**src/rtl/lc3_ctrl_pkg.sv**
```systemverilog
// Shared opcode / memory-state types and decode helpers for the LC-3
// pipeline sequencer and its bypass unit.
package lc3_ctrl_pkg;

  typedef enum logic [3:0] {
    OP_BR   = 4'b0000,
    OP_ADD  = 4'b0001,
    OP_LD   = 4'b0010,
    OP_ST   = 4'b0011,
    OP_JSR  = 4'b0100,
    OP_AND  = 4'b0101,
    OP_LDR  = 4'b0110,
    OP_STR  = 4'b0111,
    OP_RTI  = 4'b1000,
    OP_NOT  = 4'b1001,
    OP_LDI  = 4'b1010,
    OP_STI  = 4'b1011,
    OP_JMP  = 4'b1100,
    OP_RES  = 4'b1101,
    OP_LEA  = 4'b1110,
    OP_TRAP = 4'b1111
  } opcode_t;

  typedef enum logic [1:0] {
    MEM_READ     = 2'd0,
    MEM_INDIRECT = 2'd1,
    MEM_WRITE    = 2'd2,
    MEM_IDLE     = 2'd3
  } mem_state_t;

  // Result produced by the execute stage's ALU path.
  function automatic logic is_alu(input opcode_t op);
    return op inside {OP_ADD, OP_AND, OP_NOT, OP_LEA};
  endfunction

  // Result arrives from data memory.
  function automatic logic is_load(input opcode_t op);
    return op inside {OP_LD, OP_LDR, OP_LDI};
  endfunction

  function automatic logic is_store(input opcode_t op);
    return op inside {OP_ST, OP_STR, OP_STI};
  endfunction

  // Instructions that redirect fetch and therefore stall it.
  function automatic logic is_ctrl(input opcode_t op);
    return op inside {OP_BR, OP_JMP};
  endfunction

  // IR[8:6] is a register source.
  function automatic logic uses_src1(input opcode_t op);
    return op inside {OP_ADD, OP_AND, OP_NOT, OP_LDR, OP_STR, OP_JMP};
  endfunction

  // IR[2:0] is a register source (register form of ADD/AND only).
  function automatic logic uses_src2(input opcode_t op, input logic imm_flag);
    return (op inside {OP_ADD, OP_AND}) && !imm_flag;
  endfunction

  // First memory state an instruction enters when it leaves execute.
  function automatic mem_state_t mem_entry(input opcode_t op);
    case (op)
      OP_LD, OP_LDR:  return MEM_READ;
      OP_ST, OP_STR:  return MEM_WRITE;
      OP_LDI, OP_STI: return MEM_INDIRECT;
      // NOTE: the default arm makes every path return a value, so no
      // latch or X can leak out of this decode.
      default:        return MEM_IDLE;
    endcase
  endfunction

endpackage

```
**src/rtl/lc3_bypass_unit.sv**
```systemverilog
// Operand-forwarding selects: compares the execute-stage destination with
// the sources of the instruction entering execute.
module lc3_bypass_unit
  import lc3_ctrl_pkg::*;
(
  input  logic [15:0] i_ir,
  input  logic [15:0] i_ir_exec,
  input  logic        i_v_ex,
  input  logic        i_v_wb,
  output logic        o_bypass_alu_1,
  output logic        o_bypass_alu_2,
  output logic        o_bypass_mem_1,
  output logic        o_bypass_mem_2
);

  opcode_t    w_op;
  opcode_t    w_op_exec;
  logic [2:0] w_dest;
  logic       w_live;
  logic       w_hit_1;
  logic       w_hit_2;
  logic       w_unused;

  assign w_op      = opcode_t'(i_ir[15:12]);
  assign w_op_exec = opcode_t'(i_ir_exec[15:12]);
  assign w_dest    = i_ir_exec[11:9];

  // Forwarding only makes sense when both downstream stages hold real work.
  assign w_live  = i_v_ex & i_v_wb;
  assign w_hit_1 = w_live & uses_src1(w_op) & (i_ir[8:6] == w_dest);
  assign w_hit_2 = w_live & uses_src2(w_op, i_ir[5]) & (i_ir[2:0] == w_dest);

  // ALU and load classes are disjoint, so alu_n and mem_n never coincide.
  assign o_bypass_alu_1 = w_hit_1 & is_alu(w_op_exec);
  assign o_bypass_alu_2 = w_hit_2 & is_alu(w_op_exec);
  assign o_bypass_mem_1 = w_hit_1 & is_load(w_op_exec);
  assign o_bypass_mem_2 = w_hit_2 & is_load(w_op_exec);

  assign w_unused = ^{i_ir[11:9], i_ir[4:3], i_ir_exec[8:0]};

endmodule

```
**src/rtl/lc3_pipe_ctrl.sv**
```systemverilog
// LC-3 pipeline sequencer: stage enables, memory-access freeze, branch
// stall/redirect strobe and operand-bypass selects. CTRL_STALL is the number
// of fetch-stall cycles after a BR/JMP decode and must lie in 2..7.
module lc3_pipe_ctrl
  import lc3_ctrl_pkg::*;
#(
  parameter int CTRL_STALL = 3
)
(
  input  logic        clock,
  input  logic        reset,
  input  logic        complete_instr,
  input  logic        complete_data,
  input  logic [15:0] Instr_dout,
  input  logic [15:0] IR,
  input  logic [15:0] IR_Exec,
  input  logic [2:0]  NZP,
  output logic        enable_updatePC,
  output logic        enable_fetch,
  output logic        enable_decode,
  output logic        enable_execute,
  output logic        enable_writeback,
  output logic        br_taken,
  output logic        bypass_alu_1,
  output logic        bypass_alu_2,
  output logic        bypass_mem_1,
  output logic        bypass_mem_2,
  output logic [1:0]  mem_state
);

  logic       r_v_dec;
  logic       r_v_ex;
  logic       r_v_wb;
  mem_state_t r_mem_state;
  logic       r_ind_store;
  logic [2:0] r_ctrl_cnt;
  logic [2:0] r_br_cc;
  logic       r_br_jmp;

  opcode_t    w_dec_op;
  opcode_t    w_ex_op;
  logic       w_mem_idle;
  logic       w_fetch_ok;
  logic       w_en_dec;
  logic       w_en_ex;
  logic       w_en_wb;
  logic       w_dec_ctrl;
  logic       w_br_taken;
  logic       w_byp_alu_1;
  logic       w_byp_alu_2;
  logic       w_byp_mem_1;
  logic       w_byp_mem_2;
  logic       w_unused;

  assign w_dec_op   = opcode_t'(Instr_dout[15:12]);
  assign w_ex_op    = opcode_t'(IR_Exec[15:12]);

  assign w_mem_idle = (r_mem_state == MEM_IDLE);
  assign w_fetch_ok = w_mem_idle & (r_ctrl_cnt == 3'd0) & complete_instr;
  assign w_en_dec   = w_mem_idle & r_v_dec;
  assign w_en_ex    = w_mem_idle & r_v_ex;
  assign w_en_wb    = w_mem_idle & r_v_wb;
  assign w_dec_ctrl = w_en_dec & is_ctrl(w_dec_op);
  assign w_br_taken = w_mem_idle & (r_ctrl_cnt == 3'd1) &
                      (r_br_jmp | (|(r_br_cc & NZP)));

  lc3_bypass_unit u_bypass (
    .i_ir           (IR),
    .i_ir_exec      (IR_Exec),
    .i_v_ex         (r_v_ex),
    .i_v_wb         (r_v_wb),
    .o_bypass_alu_1 (w_byp_alu_1),
    .o_bypass_alu_2 (w_byp_alu_2),
    .o_bypass_mem_1 (w_byp_mem_1),
    .o_bypass_mem_2 (w_byp_mem_2)
  );

  // Outputs read as their reset values during the reset cycle itself, so an
  // access or stall in flight is dropped immediately.
  assign enable_fetch     = w_fetch_ok  & ~reset;
  assign enable_updatePC  = w_fetch_ok  & ~reset;
  assign enable_decode    = w_en_dec    & ~reset;
  assign enable_execute   = w_en_ex     & ~reset;
  assign enable_writeback = w_en_wb     & ~reset;
  assign br_taken         = w_br_taken  & ~reset;
  assign bypass_alu_1     = w_byp_alu_1 & ~reset;
  assign bypass_alu_2     = w_byp_alu_2 & ~reset;
  assign bypass_mem_1     = w_byp_mem_1 & ~reset;
  assign bypass_mem_2     = w_byp_mem_2 & ~reset;
  assign mem_state        = reset ? MEM_IDLE : r_mem_state;

  // Stage-valid shift register; frozen whenever a data access is in flight.
  always_ff @(posedge clock) begin
    // NOTE: non-blocking assignments let every stage read the previous
    // cycle's value of its predecessor, giving a true one-cycle shift.
    if (reset) begin
      r_v_dec <= 1'b0;
      r_v_ex  <= 1'b0;
      r_v_wb  <= 1'b0;
    end else if (w_mem_idle) begin
      r_v_dec <= w_fetch_ok;
      r_v_ex  <= r_v_dec;
      r_v_wb  <= r_v_ex;
    end
  end

  // Control-flow stall counter and latched branch condition.
  always_ff @(posedge clock) begin
    if (reset) begin
      r_ctrl_cnt <= 3'd0;
      r_br_cc    <= 3'd0;
      r_br_jmp   <= 1'b0;
    end else if (w_dec_ctrl) begin
      r_ctrl_cnt <= 3'(CTRL_STALL);
      r_br_cc    <= Instr_dout[11:9];
      r_br_jmp   <= (w_dec_op == OP_JMP);
    end else if (w_mem_idle && (r_ctrl_cnt != 3'd0)) begin
      r_ctrl_cnt <= r_ctrl_cnt - 3'd1;
    end
  end

  // Data-memory FSM: entered from execute, advanced only by complete_data.
  always_ff @(posedge clock) begin
    if (reset) begin
      r_mem_state <= MEM_IDLE;
      r_ind_store <= 1'b0;
    end else begin
      case (r_mem_state)
        MEM_IDLE: begin
          if (w_en_ex) begin
            r_mem_state <= mem_entry(w_ex_op);
            r_ind_store <= is_store(w_ex_op);
          end
        end
        MEM_INDIRECT: begin
          if (complete_data) begin
            r_mem_state <= r_ind_store ? MEM_WRITE : MEM_READ;
          end
        end
        MEM_READ, MEM_WRITE: begin
          if (complete_data) begin
            r_mem_state <= MEM_IDLE;
          end
        end
      endcase
    end
  end

  assign w_unused = ^Instr_dout[8:0];

endmodule

```
**config.mk**
```make
export PLATFORM = sky130hd
export DESIGN_NAME = lc3_pipe_ctrl
export DESIGN_NICKNAME = d
export VERILOG_FILES = /design/src/rtl/lc3_ctrl_pkg.sv /design/src/rtl/lc3_bypass_unit.sv /design/src/rtl/lc3_pipe_ctrl.sv
export SDC_FILE = /design/constraint.sdc
export NUM_CORES = 1
export LEC_CHECK = 0
export BUFFER_PORTS_ARGS = -buffer_cell sky130_fd_sc_hd__buf_2
export CAP_MARGIN = 0
export CELL_PAD_IN_SITES_DETAIL_PLACEMENT = 1
export CELL_PAD_IN_SITES_GLOBAL_PLACEMENT = 2
export CORE_MARGIN = 1
export CORE_UTILIZATION = 19
export DETAILED_ROUTE_END_ITERATION = 8
export PLACE_DENSITY = 0.77
export REMOVE_ABC_BUFFERS = 1
export SYNTH_ARGS = -nofsm -noshare
export SYNTH_HDL_FRONTEND = slang
export SYNTH_SLANG_ARGS = --single-unit
export TNS_END_PERCENT = 50
```
**constraint.sdc**
```tcl
create_clock -name clock -period 1.5 [get_ports clock]
set_input_delay 0.075 -clock clock [delete_from_list [all_inputs] [get_ports clock]]
set_output_delay 0.075 -clock clock [all_outputs]
set_load 0.01 [all_outputs]
```
==> impl_metrics.py, run 1 <==
metrics = {
    "global_routing": {
        "grt_pass1_wl_um": 4402,
        "overflow": 0,
        "grt_max_degree": 19,
        "antenna_found_initial": 0,
        "grt.total_usage_pct": 11.10,
        "grt_pass1_vias": 1037,
    },
    "route": {
        "via_count": 984,
        "vias_per_cell": 4.642,
        "remaining_drc_errors": 0,
        "drt_iter0_drc": 24,
        "postRouteAntennaNets": 0,
        "wl_per_cell_um": 12.93,
        "dr.pass1.iters": 4,
        "drt_wl_total_um": 2741,
    },
    "clock_tree": {
        "cts_buffer_depth": 2,
        "postCtsHoldBufs": 0,
        "clkSinkCount": 13,
        "clock_latency_ns": 0.25,
        "cts_buffers": 3,
        "path_clk_slew_ns": 0.06,
        "cts_tree": "done",
        "cts_max_level": 1,
        "root_buffer": "clkbuf_8",
    },
    "die": {
        "rows": 24,
        "fp.dieW_um": 69.90,
        "ios": 67,
        "coreArea_um2": 4384,
        "die_h_um": 69.90,
        "dieArea_um2": 4885,
        "initial_core_util_pct": 19.98,
    },
    "yosys": {
        "syn_avg_cell_area_um2": 7.820,
        "async_flop_share_pct": 0,
        "ys.flop_type": "dfxtp_1",
        "yosysUniqueCellTypes": 40,
        "synth_edf_count": 0,
        "ys_seq_elements": 13,
        "syn_area_um2": 875.8,
        "yosys-top-cells-area": "dfxtp_1 30%, a21oi_1 6.3%, mux2i_1 5.7%",
        "yosysTopAreaCell": "dfxtp_1",
        "synth_cells": 112,
        "ys_warn_count": 0,
        "synth_top_area_share_pct": 29.71,
        "ys_seq_area_share_pct": 29.71,
    },
    "hold_path": {
        "hold_start": "Instr_dout[9]",
        "hold_path.class": "input pin to register",
        "min_to": "r_br_cc[0]",
        "hold-path-cell-count": 3,
    },
    "worst_setup_path": {
        "worstRegToRegCells": 5,
        "crit_arrival_ns": 1.35,
        "cp_max_fo": 3,
        "crit_path_cell_trace": "inv_1, ha_4, nand3b_1, nor3_2, buf_2",
        "cp-end-kind": "output pin",
        "startpoint_type": "register",
        "rr_startpoint": "r_ctrl_cnt[0]",
        "slowest_delay_ns": 0.33,
        "worstPathRequired_ns": 1.42,
        "timing.rr.end": "r_ctrl_cnt[1]",
        "r2r_setup_slack_ns": 0.20,
        "crit_type": "register to output pin",
        "cp_slowest_cell": "dfxtp_2",
    },
    "sta": {
        "tightest_slew_ns": 0.3750,
        "final.setup_skew_ns": 0.001779,
        "setup_viol": 0,
        "min_period_ns": 1.430,
        "slew_violations": 0,
        "hold_viol": 0,
        "finalCritPeriodShare_pct": 95.31,
        "fin_tns_setup_ns": 0,
        "clock.fmax_mhz": 699.5,
        "slew_headroom_pct": 75.00,
    },
    "finish": {
        "areaGrowthSynthToFinish_pct": 42.86,
        "drive_gt1_share_pct": 39.38,
        "layout.nets": 219,
        "multi_input_area_um2": 598.1,
        "antenna_cells": 0,
        "fillCellCount": 555,
        "final-seq-area_um2": 264.0,
        "final_area_um2": 1251,
    },
    "power": {
        "swShare_pct": 33.41,
        "cellLeakagePower_nw": 0.5850,
        "p_per_area_nw_per_um2": 1028,
        "power_frac_seq_pct": 34.9,
        "vdd.ir_drop.worst_mv": 0.3935,
        "switchingPower_w": 0.0004296,
        "internal-power_w": 0.0008562,
        "comb_power_share_pct": 40.0,
        "clkPwrFrac_pct": 25.0,
    },
    "outcome": {
        "outcome": "finished clean",
    },
    "flow_run": {
        "drv_cap": 0,
    },
    "placement": {
        "dpl_cell_area_um2": 1164,
        "routabilityCongestion": 0.8690,
        "detailed_place_hpwl_um": 2215,
        "io_buffers": 43,
    },
}
[per-layer routing]
metal / track usage [%] / vias up / part of all wire, %
li1: - / 485 / -
met1: 12.93 / 454 / 43
met2: 19.87 / 42 / 49
met3: 2.309 / 3 / 7.1
met4: 4.000 / 0 / 1.3
met5: 0 / - / 0
[through the flow]
stage | total power, W | std cells | hold WS, ns | util (%) | setup WS, ns
3_3_place_gp | 0.0008754 | 207 | 0.3145 | 26.54 | 0.1341
3_5_place_dp | 0.0009018 | 207 | 0.3291 | 26.54 | 0.07482
6_report | 0.001286 | 212 | 0.06851 | 28.54 | 0.07035
4_1_cts | 0.001244 | 211 | 0.06717 | 27.91 | 0.02153
5_1_grt | 0.001394 | 212 | 0.08862 | 28.54 | -0.01129
2_1_floorplan | 0.0007432 | 109 | 0.1441 | - | 0.1868
[registers in the layout, summed over array words and instances (netlist names)]
signal       flops
r_v_dec          1
r_ind_store      1
r_v_ex           1
r_ctrl_cnt       3
r_br_cc          3
r_v_wb           1
r_mem_state      2
r_br_jmp         1
[layout make-up]
type	instances	area share, %
tap	52	5.200
sequential	13	21.10
clock buffer	4	3.600
timing repair buffer	47	19.60
multi-input combinational	87	47.80
inverter	9	2.700
[worst max-delay path: cells and delay by family, from the launching register on]
family,cells,cell delay [ns]
fa+ha+maj,1,0.17
buf+inv,2,0.30
flops,1,0.33
simple gates,2,0.30
[synthesized netlist by cell type, types with 2 or more instances]
cell type	count
a21oi_1	11
and2_1	4
clkbuf_1	2
dfxtp_1	13
ha_1	3
inv_1	9
mux2i_1	5
nand2_1	8
nand2b_1	2
nand3_1	4
nand3b_1	2
nand4_1	2
nor2_1	13
nor2b_1	2
nor3_1	4
or2_2	2
xor2_1	3
[worst max-delay path by stage]
stage	start	endpoint	cells after the start
CTS	r_mem_state[0]	br_taken	4
finish	r_ctrl_cnt[0]	enable_fetch	5
detailed placement	r_ctrl_cnt[0]	r_ctrl_cnt[1]	5
floorplan	r_ctrl_cnt[0]	r_ctrl_cnt[1]	5
global placement	r_ctrl_cnt[0]	r_ctrl_cnt[1]	5
global route	r_ctrl_cnt[0]	enable_fetch	5
[kinds of logic after synthesis]
group,count (synthesis),synth area share [%]
flip-flops,13,29.71
multiplexers,6,7.000
buffers and inverters,12,5.572
adder cells (fa/ha/maj),3,4.286
AND/OR/NAND/NOR,52,32.14
AO/OA/AOI/OAI,22,17.29
XOR/XNOR,4,4.001
[repair_timing]
item | in CTS | in global routing
pin swaps | 2 | 1
setup buffers | 0 | 1
endpoints found under the setup margin | 6 | 5
gates resized for setup | 5 | 5
[power by group through the flow]
stage               logic (W)  registers, W  clock network [W]
CTS                  0.000458      0.000449           0.000337
detailed placement   0.000446      0.000456                  0
global route         0.000587      0.000460           0.000347
floorplan            0.000300      0.000444                  0
finish               0.000515      0.000449           0.000322
global placement     0.000424      0.000451                  0
[cell usage in the layout (no fill, tap or decap), types with 4 or more instances in the layout]
cell	netlist	layout
a21oi_1	11	11
nand2_1	8	8
inv_1	9	9
and2_1	4	4
dfxtp_1	13	10
buf_4	1	4
mux2i_1	5	5
nor2_1	13	12
nand3_1	4	4
buf_2	0	43
Power figures use the tool's default switching activity.
==> run 2: changes to the inputs <==
--- a/config.mk
+++ b/config.mk
@@ -5,14 +5,16 @@
 export SDC_FILE = /design/constraint.sdc
 export NUM_CORES = 1
 export LEC_CHECK = 0
+export ABC_AREA = 1
 export BUFFER_PORTS_ARGS = -buffer_cell sky130_fd_sc_hd__buf_2
 export CAP_MARGIN = 0
 export CELL_PAD_IN_SITES_DETAIL_PLACEMENT = 1
 export CELL_PAD_IN_SITES_GLOBAL_PLACEMENT = 2
 export CORE_MARGIN = 1
-export CORE_UTILIZATION = 19
+export CORE_UTILIZATION = 18
+export CTS_CLUSTER_SIZE = 10
 export DETAILED_ROUTE_END_ITERATION = 8
-export PLACE_DENSITY = 0.77
+export PLACE_DENSITY = 0.78
 export REMOVE_ABC_BUFFERS = 1
 export SYNTH_ARGS = -nofsm -noshare
 export SYNTH_HDL_FRONTEND = slang
==> impl_metrics.py, run 2 <==
metrics = {
    "route": {
        "wl_per_cell_um": 9.500,
        "top_layer_used": "met4",
        "drt_wl_total_um": 2603,
        "wirelength_met1_um": 1258,
        "via_count": 1121,
        "dr.pass1.iters": 4,
        "remaining_drc_errors": 0,
        "met2_wirelength_um": 1225,
        "route.met3.wl_um": 109,
        "drt_iter0_drc": 22,
        "vias_per_cell": 4.091,
        "postRouteAntennaNets": 0,
    },
    "worst_setup_path": {
        "worstRegToRegCells": 7,
        "cp-end-kind": "output pin",
        "cp_max_fo": 9,
        "startpoint_type": "register",
        "crit_path_cell_trace": "nand2_4, inv_4, nand4_1, a31oi_1, buf_2",
        "timing.rr.end": "r_ctrl_cnt[0]",
        "worstPathRequired_ns": 1.42,
        "crit_arrival_ns": 1.27,
        "slowest_delay_ns": 0.39,
        "cp_slowest_cell": "dfxtp_2",
        "crit_type": "register to output pin",
        "critical_path_buf_inv_count": 2,
        "cp_top_family": "flip-flops",
        "rr_startpoint": "r_ctrl_cnt[0]",
        "r2r_setup_slack_ns": 0.35,
    },
    "clock_tree": {
        "path_clk_slew_ns": 0.06,
        "cts_buffers": 3,
        "cts_tree": "done",
        "cts_max_level": 1,
        "cts_buffer_depth": 2,
        "root_buffer": "clkbuf_8",
        "postCtsHoldBufs": 0,
        "clkSinkCount": 13,
        "cts_post_setup_buffers_inserted": 0,
        "cts_resized": 1,
        "clock_latency_ns": 0.24,
    },
    "yosys": {
        "yosys-top-cells-area": "dfxtp_1 28%, nand2_1 20%, nor2_1 11%",
        "async_flop_share_pct": 0,
        "syn_avg_cell_area_um2": 5.746,
        "synth_commonest_cells": "50 x nand2_1, 27 x nor2_1, 23 x inv_1, 13 x dfxtp_1, 13 x nand3_1",
        "ys_seq_area_share_pct": 27.96,
        "yosysTopAreaCell": "dfxtp_1",
        "synth_top_area_share_pct": 27.96,
        "synth_cells": 162,
        "yosysMostFrequentCell": "nand2_1",
        "ys.flop_type": "dfxtp_1",
        "ys_seq_elements": 13,
        "synth_edf_count": 0,
        "syn_area_um2": 930.9,
        "ys_warn_count": 0,
        "yosysUniqueCellTypes": 22,
    },
    "power": {
        "swShare_pct": 39.99,
        "p_per_area_nw_per_um2": 1110,
        "internal-power_w": 0.0008521,
        "clkPwrFrac_pct": 21.9,
        "cellLeakagePower_nw": 0.6729,
        "switchingPower_w": 0.0005678,
        "vdd.ir_drop.worst_mv": 0.4335,
        "comb_power_share_pct": 45.1,
        "power_frac_seq_pct": 33.0,
    },
    "sta": {
        "slew_violations": 0,
        "slew_headroom_pct": 82.81,
        "final.setup_skew_ns": 0.003907,
        "tightest_slew_ns": 0.2578,
        "hold_viol": 0,
        "min_period_ns": 1.342,
        "clock.fmax_mhz": 745.1,
        "rsz0062_at_grt": "false",
        "finalCritPeriodShare_pct": 89.47,
        "fin_tns_setup_ns": 0,
        "setup_viol": 0,
    },
    "global_routing": {
        "grt_pass1_wl_um": 4347,
        "antenna_found_initial": 0,
        "grt_max_degree": 11,
        "grt_pass1_vias": 1039,
        "overflow": 0,
        "grt.total_usage_pct": 10.11,
    },
    "placement": {
        "io_buffers": 43,
        "dp_cells": 270,
        "routabilityCongestion": 0.7875,
        "detailed_place_hpwl_um": 2200,
        "dpl_cell_area_um2": 1221,
    },
    "die": {
        "dieArea_um2": 5463,
        "rows": 25,
        "fp.dieW_um": 73.92,
        "ios": 67,
        "coreArea_um2": 4848,
        "initial_core_util_pct": 19.20,
        "die_h_um": 73.92,
    },
    "finish": {
        "final_area_um2": 1279,
        "instances_no_fill": 274,
        "areaGrowthSynthToFinish_pct": 37.37,
        "layout.nets": 266,
        "layout_common_cells": "50 x nand2_1, 43 x buf_2, 26 x nor2_1",
        "multi_input_area_um2": 568.0,
        "final-seq-area_um2": 262.8,
        "antenna_cells": 0,
        "fillCellCount": 654,
        "reg.largest.list": "r_br_cc: 3 flops, r_ctrl_cnt: 3 flops, r_mem_state: 2 flops",
        "layout_commonest_cell": "nand2_1",
        "drive_gt1_share_pct": 28.02,
    },
    "hold_path": {
        "hold_start": "Instr_dout[11]",
        "min_to": "r_br_cc[2]",
        "hold_path.class": "input pin to register",
        "hold-path-cell-count": 3,
    },
    "flow_run": {
        "drv_cap": 0,
    },
    "outcome": {
        "outcome": "finished clean",
    },
}
run 2: cell count changes in the layout (fill, tap and decap cells not counted), sizes merged, moves of 3 or more:
cell	previous run	this run
buf	47	44
and2	5	0
nand2	9	53
inv	9	25
nand3	4	14
nor2	13	28
mux2i	5	0
nor3	4	1
run 2: worst min-delay path, stage by stage:
cell	delay, ns
buf_2	0.10
nand3_1	0.07
a21oi_1	0.06
run 2: power by group through the flow:
stage                     registers [W]  logic (W)  clock network, W
after floorplan                0.000457   0.000453                 0
after global placement         0.000467   0.000630                 0
after detailed placement       0.000469   0.000637                 0
after CTS                      0.000461   0.000648          0.000324
after global routing           0.000476   0.000756          0.000333
final                          0.000469   0.000640          0.000311
run 2: cell type report:
| class | instances | share of cell area, % |
|---|---|---|
| Sequential cell | 13 | 20.55 |
| Multi-Input combinational cell | 121 | 44.42 |
| Timing Repair Buffer | 44 | 17.42 |
| Inverter | 25 | 7.534 |
| Tap cell | 67 | 6.556 |
| Clock buffer | 4 | 3.522 |
run 2: how the worst max path moves through the flow:
stage / startpoint / endpoint / slack [ns] / cells after the start
final: r_mem_state[1] / br_taken / 0.16 / 5
after global routing: r_ctrl_cnt[0] / enable_updatePC / 0.02 / 5
after CTS: r_mem_state[1] / enable_fetch / 0.01 / 5
after detailed placement: r_mem_state[1] / br_taken / 0.25 / 5
after global placement: r_mem_state[1] / enable_updatePC / 0.25 / 5
after floorplan: r_mem_state[1] / enable_fetch / 0.40 / 4
run 2: logic make-up (layout without fill, tap and decap cells):
family,after synthesis,in the layout,share of synthesized area [%]
buf+inv,28,73,11.83
simple gates,100,100,45.70
compound gates,17,17,9.542
xor+xnor,1,1,0.9410
flops,13,13,27.96
fa+ha+maj,3,3,4.033
run 2: stage by stage:
| stage | hold slack, ns | utilization [%] | setup slack [ns] | total power, W |
|---|---|---|---|---|
| 2_1_floorplan | 0.1441 | - | 0.4027 | 0.0009097 |
| 3_3_place_gp | 0.3593 | 25.19 | 0.2462 | 0.001097 |
| 3_5_place_dp | 0.3656 | 25.19 | 0.2508 | 0.001106 |
| 4_1_cts | 0.1129 | 26.17 | 0.01442 | 0.001433 |
| 5_1_grt | 0.1209 | 26.37 | 0.01960 | 0.001566 |
| 6_report | 0.1150 | 26.37 | 0.1579 | 0.001420 |
run 2: layer usage:
layer	vias to the layer above	track usage, %
li1	591	-
met1	501	13.32
met2	27	17.07
met3	2	1.646
met4	0	2.564
met5	-	0
==> run 3: changes to the inputs <==
--- a/config.mk
+++ b/config.mk
@@ -14,9 +14,10 @@
 export CORE_UTILIZATION = 18
 export CTS_CLUSTER_SIZE = 10
 export DETAILED_ROUTE_END_ITERATION = 8
-export PLACE_DENSITY = 0.78
+export PLACE_DENSITY = 0.76
 export REMOVE_ABC_BUFFERS = 1
 export SYNTH_ARGS = -nofsm -noshare
 export SYNTH_HDL_FRONTEND = slang
+export SYNTH_HIERARCHICAL = 1
 export SYNTH_SLANG_ARGS = --single-unit
 export TNS_END_PERCENT = 50
==> impl_metrics.py, run 3 <==
metrics = {
    "sta": {
        "setup_viol": 0,
        "fin_hold_ws_ns": 0.1119,
        "clock.fmax_mhz": 693.1,
        "finalCritPeriodShare_pct": 96.18,
        "slew_violations": 0,
        "tightest_slew_ns": 0.2526,
        "min_period_ns": 1.443,
        "rsz0062_at_grt": "true",
        "final.setup_skew_ns": 0.002474,
        "slew_headroom_pct": 82.98,
        "hold_viol": 0,
    },
    "worst_setup_path": {
        "worstPathRequired_ns": 1.42,
        "cp_max_fo": 3,
        "rr_startpoint": "r_ctrl_cnt[0]",
        "cp-end-kind": "output pin",
        "startpoint_type": "register",
        "startpoint": "r_v_ex",
        "crit_arrival_ns": 1.37,
        "crit_type": "register to output pin",
    },
    "yosys": {
        "yosysMostFrequentCell": "nand2_1",
        "ys_warn_count": 6,
        "yosysUniqueCellTypes": 22,
        "syn_avg_cell_area_um2": 5.841,
        "ys_seq_area_share_pct": 26.84,
        "syn_area_um2": 969.7,
        "synth_edf_count": 0,
        "yosys-top-cells-area": "dfxtp_1 27%, nand2_1 20%, inv_1 10%",
        "synth_cells": 166,
        "synth_top_area_share_pct": 26.84,
        "async_flop_share_pct": 0,
        "ys_seq_elements": 13,
        "yosysTopAreaCell": "dfxtp_1",
        "ys.flop_type": "dfxtp_1",
        "synth_commonest_cells": "52 x nand2_1, 27 x inv_1, 21 x nor2_1, 16 x nand3_1, 13 x dfxtp_1",
    },
    "die": {
        "die_h_um": 75.40,
        "initial_core_util_pct": 18.87,
        "dieArea_um2": 5684,
        "fp.dieW_um": 75.40,
        "rows": 26,
        "coreArea_um2": 5140,
        "ios": 67,
    },
    "finish": {
        "areaGrowthSynthToFinish_pct": 38.06,
        "layout_common_cells": "50 x nand2_1, 43 x buf_2, 26 x inv_1",
        "reg.largest.list": "r_br_cc: 3 flops, r_ctrl_cnt: 3 flops, r_mem_state: 2 flops",
        "drive_gt1_share_pct": 32.08,
        "layout.nets": 271,
        "final-seq-area_um2": 267.8,
        "multi_input_area_um2": 596.8,
        "layout_commonest_cell": "nand2_1",
        "antenna_cells": 0,
        "fillCellCount": 700,
    },
    "global_routing": {
        "grt.total_usage_pct": 9.917,
        "grt_pass1_vias": 1066,
        "grt_pass1_wl_um": 4347,
        "antenna_found_initial": 0,
        "grt_max_degree": 19,
        "overflow": 0,
    },
    "power": {
        "comb_power_share_pct": 50.1,
        "p_per_area_nw_per_um2": 1201,
        "swShare_pct": 43.20,
        "p_total_w": 0.001608,
        "vdd.ir_drop.worst_mv": 0.3643,
        "clkPwrFrac_pct": 19.0,
        "cellLeakagePower_nw": 0.6962,
        "power_frac_seq_pct": 30.8,
        "internal-power_w": 0.0009136,
        "switchingPower_w": 0.0006947,
    },
    "clock_tree": {
        "root_buffer": "clkbuf_8",
        "clkSinkCount": 13,
        "postCtsHoldBufs": 0,
        "cts_buffer_depth": 2,
        "cts_max_level": 1,
        "path_clk_slew_ns": 0.06,
        "cts_buffers": 3,
        "cts_tree": "done",
        "clock_latency_ns": 0.24,
    },
    "route": {
        "wl_per_cell_um": 9.316,
        "drt_wl_total_um": 2627,
        "remaining_drc_errors": 0,
        "postRouteAntennaNets": 0,
        "dr.pass1.iters": 2,
        "via_count": 1110,
        "drt_iter0_drc": 23,
        "vias_per_cell": 3.936,
    },
    "hold_path": {
        "hold_start": "Instr_dout[10]",
        "hold_path.class": "input pin to register",
    },
    "placement": {
        "routabilityCongestion": 0.6800,
        "io_buffers": 43,
        "detailed_place_hpwl_um": 2213,
    },
    "outcome": {
        "outcome": "finished clean",
    },
    "flow_run": {
        "drv_cap": 0,
    },
}
## run 3: cell count changes in the layout (fill, tap and decap cells not counted), sizes merged, moves of 2 or more
cell	delta
nor2	-5
o21ai	+3
nand3	+3
inv	+2
clkinv	+2
nand2	+2
## run 3: power by group through the flow
stage | logic (W) | clock network, W | registers (W)
after detailed placement | 0.000792 | 0 | 0.000494
after global placement | 0.000779 | 0 | 0.000493
after CTS | 0.000803 | 0.000321 | 0.000488
after floorplan | 0.000574 | 0 | 0.000480
final | 0.000806 | 0.000306 | 0.000496
after global routing | 0.000939 | 0.000338 | 0.000508
## run 3: final timing paths
kind	end	cells after the start	slack (ns)
worst max register to register	r_ctrl_cnt[0]	7	0.33
worst min-delay path	r_br_cc[1]	3	0.11
worst max-delay path	bypass_mem_1	9	0.06
worst min register to register	r_br_cc[0]	2	0.46
## run 3: metal layers
metal  global-route usage, %  wire length (µm)
met1                   12.54              1309
met2                   17.26              1183
met3                   1.984               103
met4                   2.469                29
met5                       0                 0
## run 3: timing repair
item / CTS / global route
resized for setup: 1 / 11
setup endpoints to repair: 1 / 7
setup buffers: 0 / 1
pin swaps: 0 / 10
## run 3: kinds of logic (layout without fill, tap and decap cells)
kind of cell             count (synthesis)  in the layout  share of synthesized area, %
adder cells (fa/ha/maj)                  3              3                         3.871
XOR/XNOR                                 1              1                        0.9034
buffers and inverters                   31             77                         13.16
AO/OA/AOI/OAI                           19             19                         10.71
flip-flops                              13             13                         26.84
AND/OR/NAND/NOR                         99             99                         44.52
## run 3: final cells by class
cell class	instances	share of cell area [%]
Clock inverter	1	0.3738
Sequential cell	13	20.00
Timing Repair Buffer	45	17.20
Inverter	28	8.224
Tap cell	70	6.542
Multi-Input combinational cell	122	44.58
Clock buffer	3	3.084
## run 3: stage by stage
| stage | worst slack [ns] | utilization, % | cells | TNS, ns | cell area [µm²] |
|---|---|---|---|---|---|
| finish | 0.05723 | 26.05 | 282 | 0 | 1339 |
| global route | -0.08316 | 26.05 | 282 | -0.1368 | 1339 |
| floorplan | 0.4418 | - | 163 | 0 | 952.2 |
| CTS | 0.03595 | 25.49 | 281 | 0 | 1310 |
| detailed placement | 0.2580 | 24.56 | 277 | 0 | 1262 |
| global placement | 0.2567 | 24.56 | 277 | 0 | 1262 |
## run 3: critical path: stages, from the launching register on
cell	delay [ns]
dfxtp_4	0.37
nand2_2	0.05
inv_2	0.06
nand2_2	0.04
nor2_2	0.11
nand3_2	0.10
nor2_2	0.11
inv_1	0.04
nor2_1	0.10
buf_2	0.14
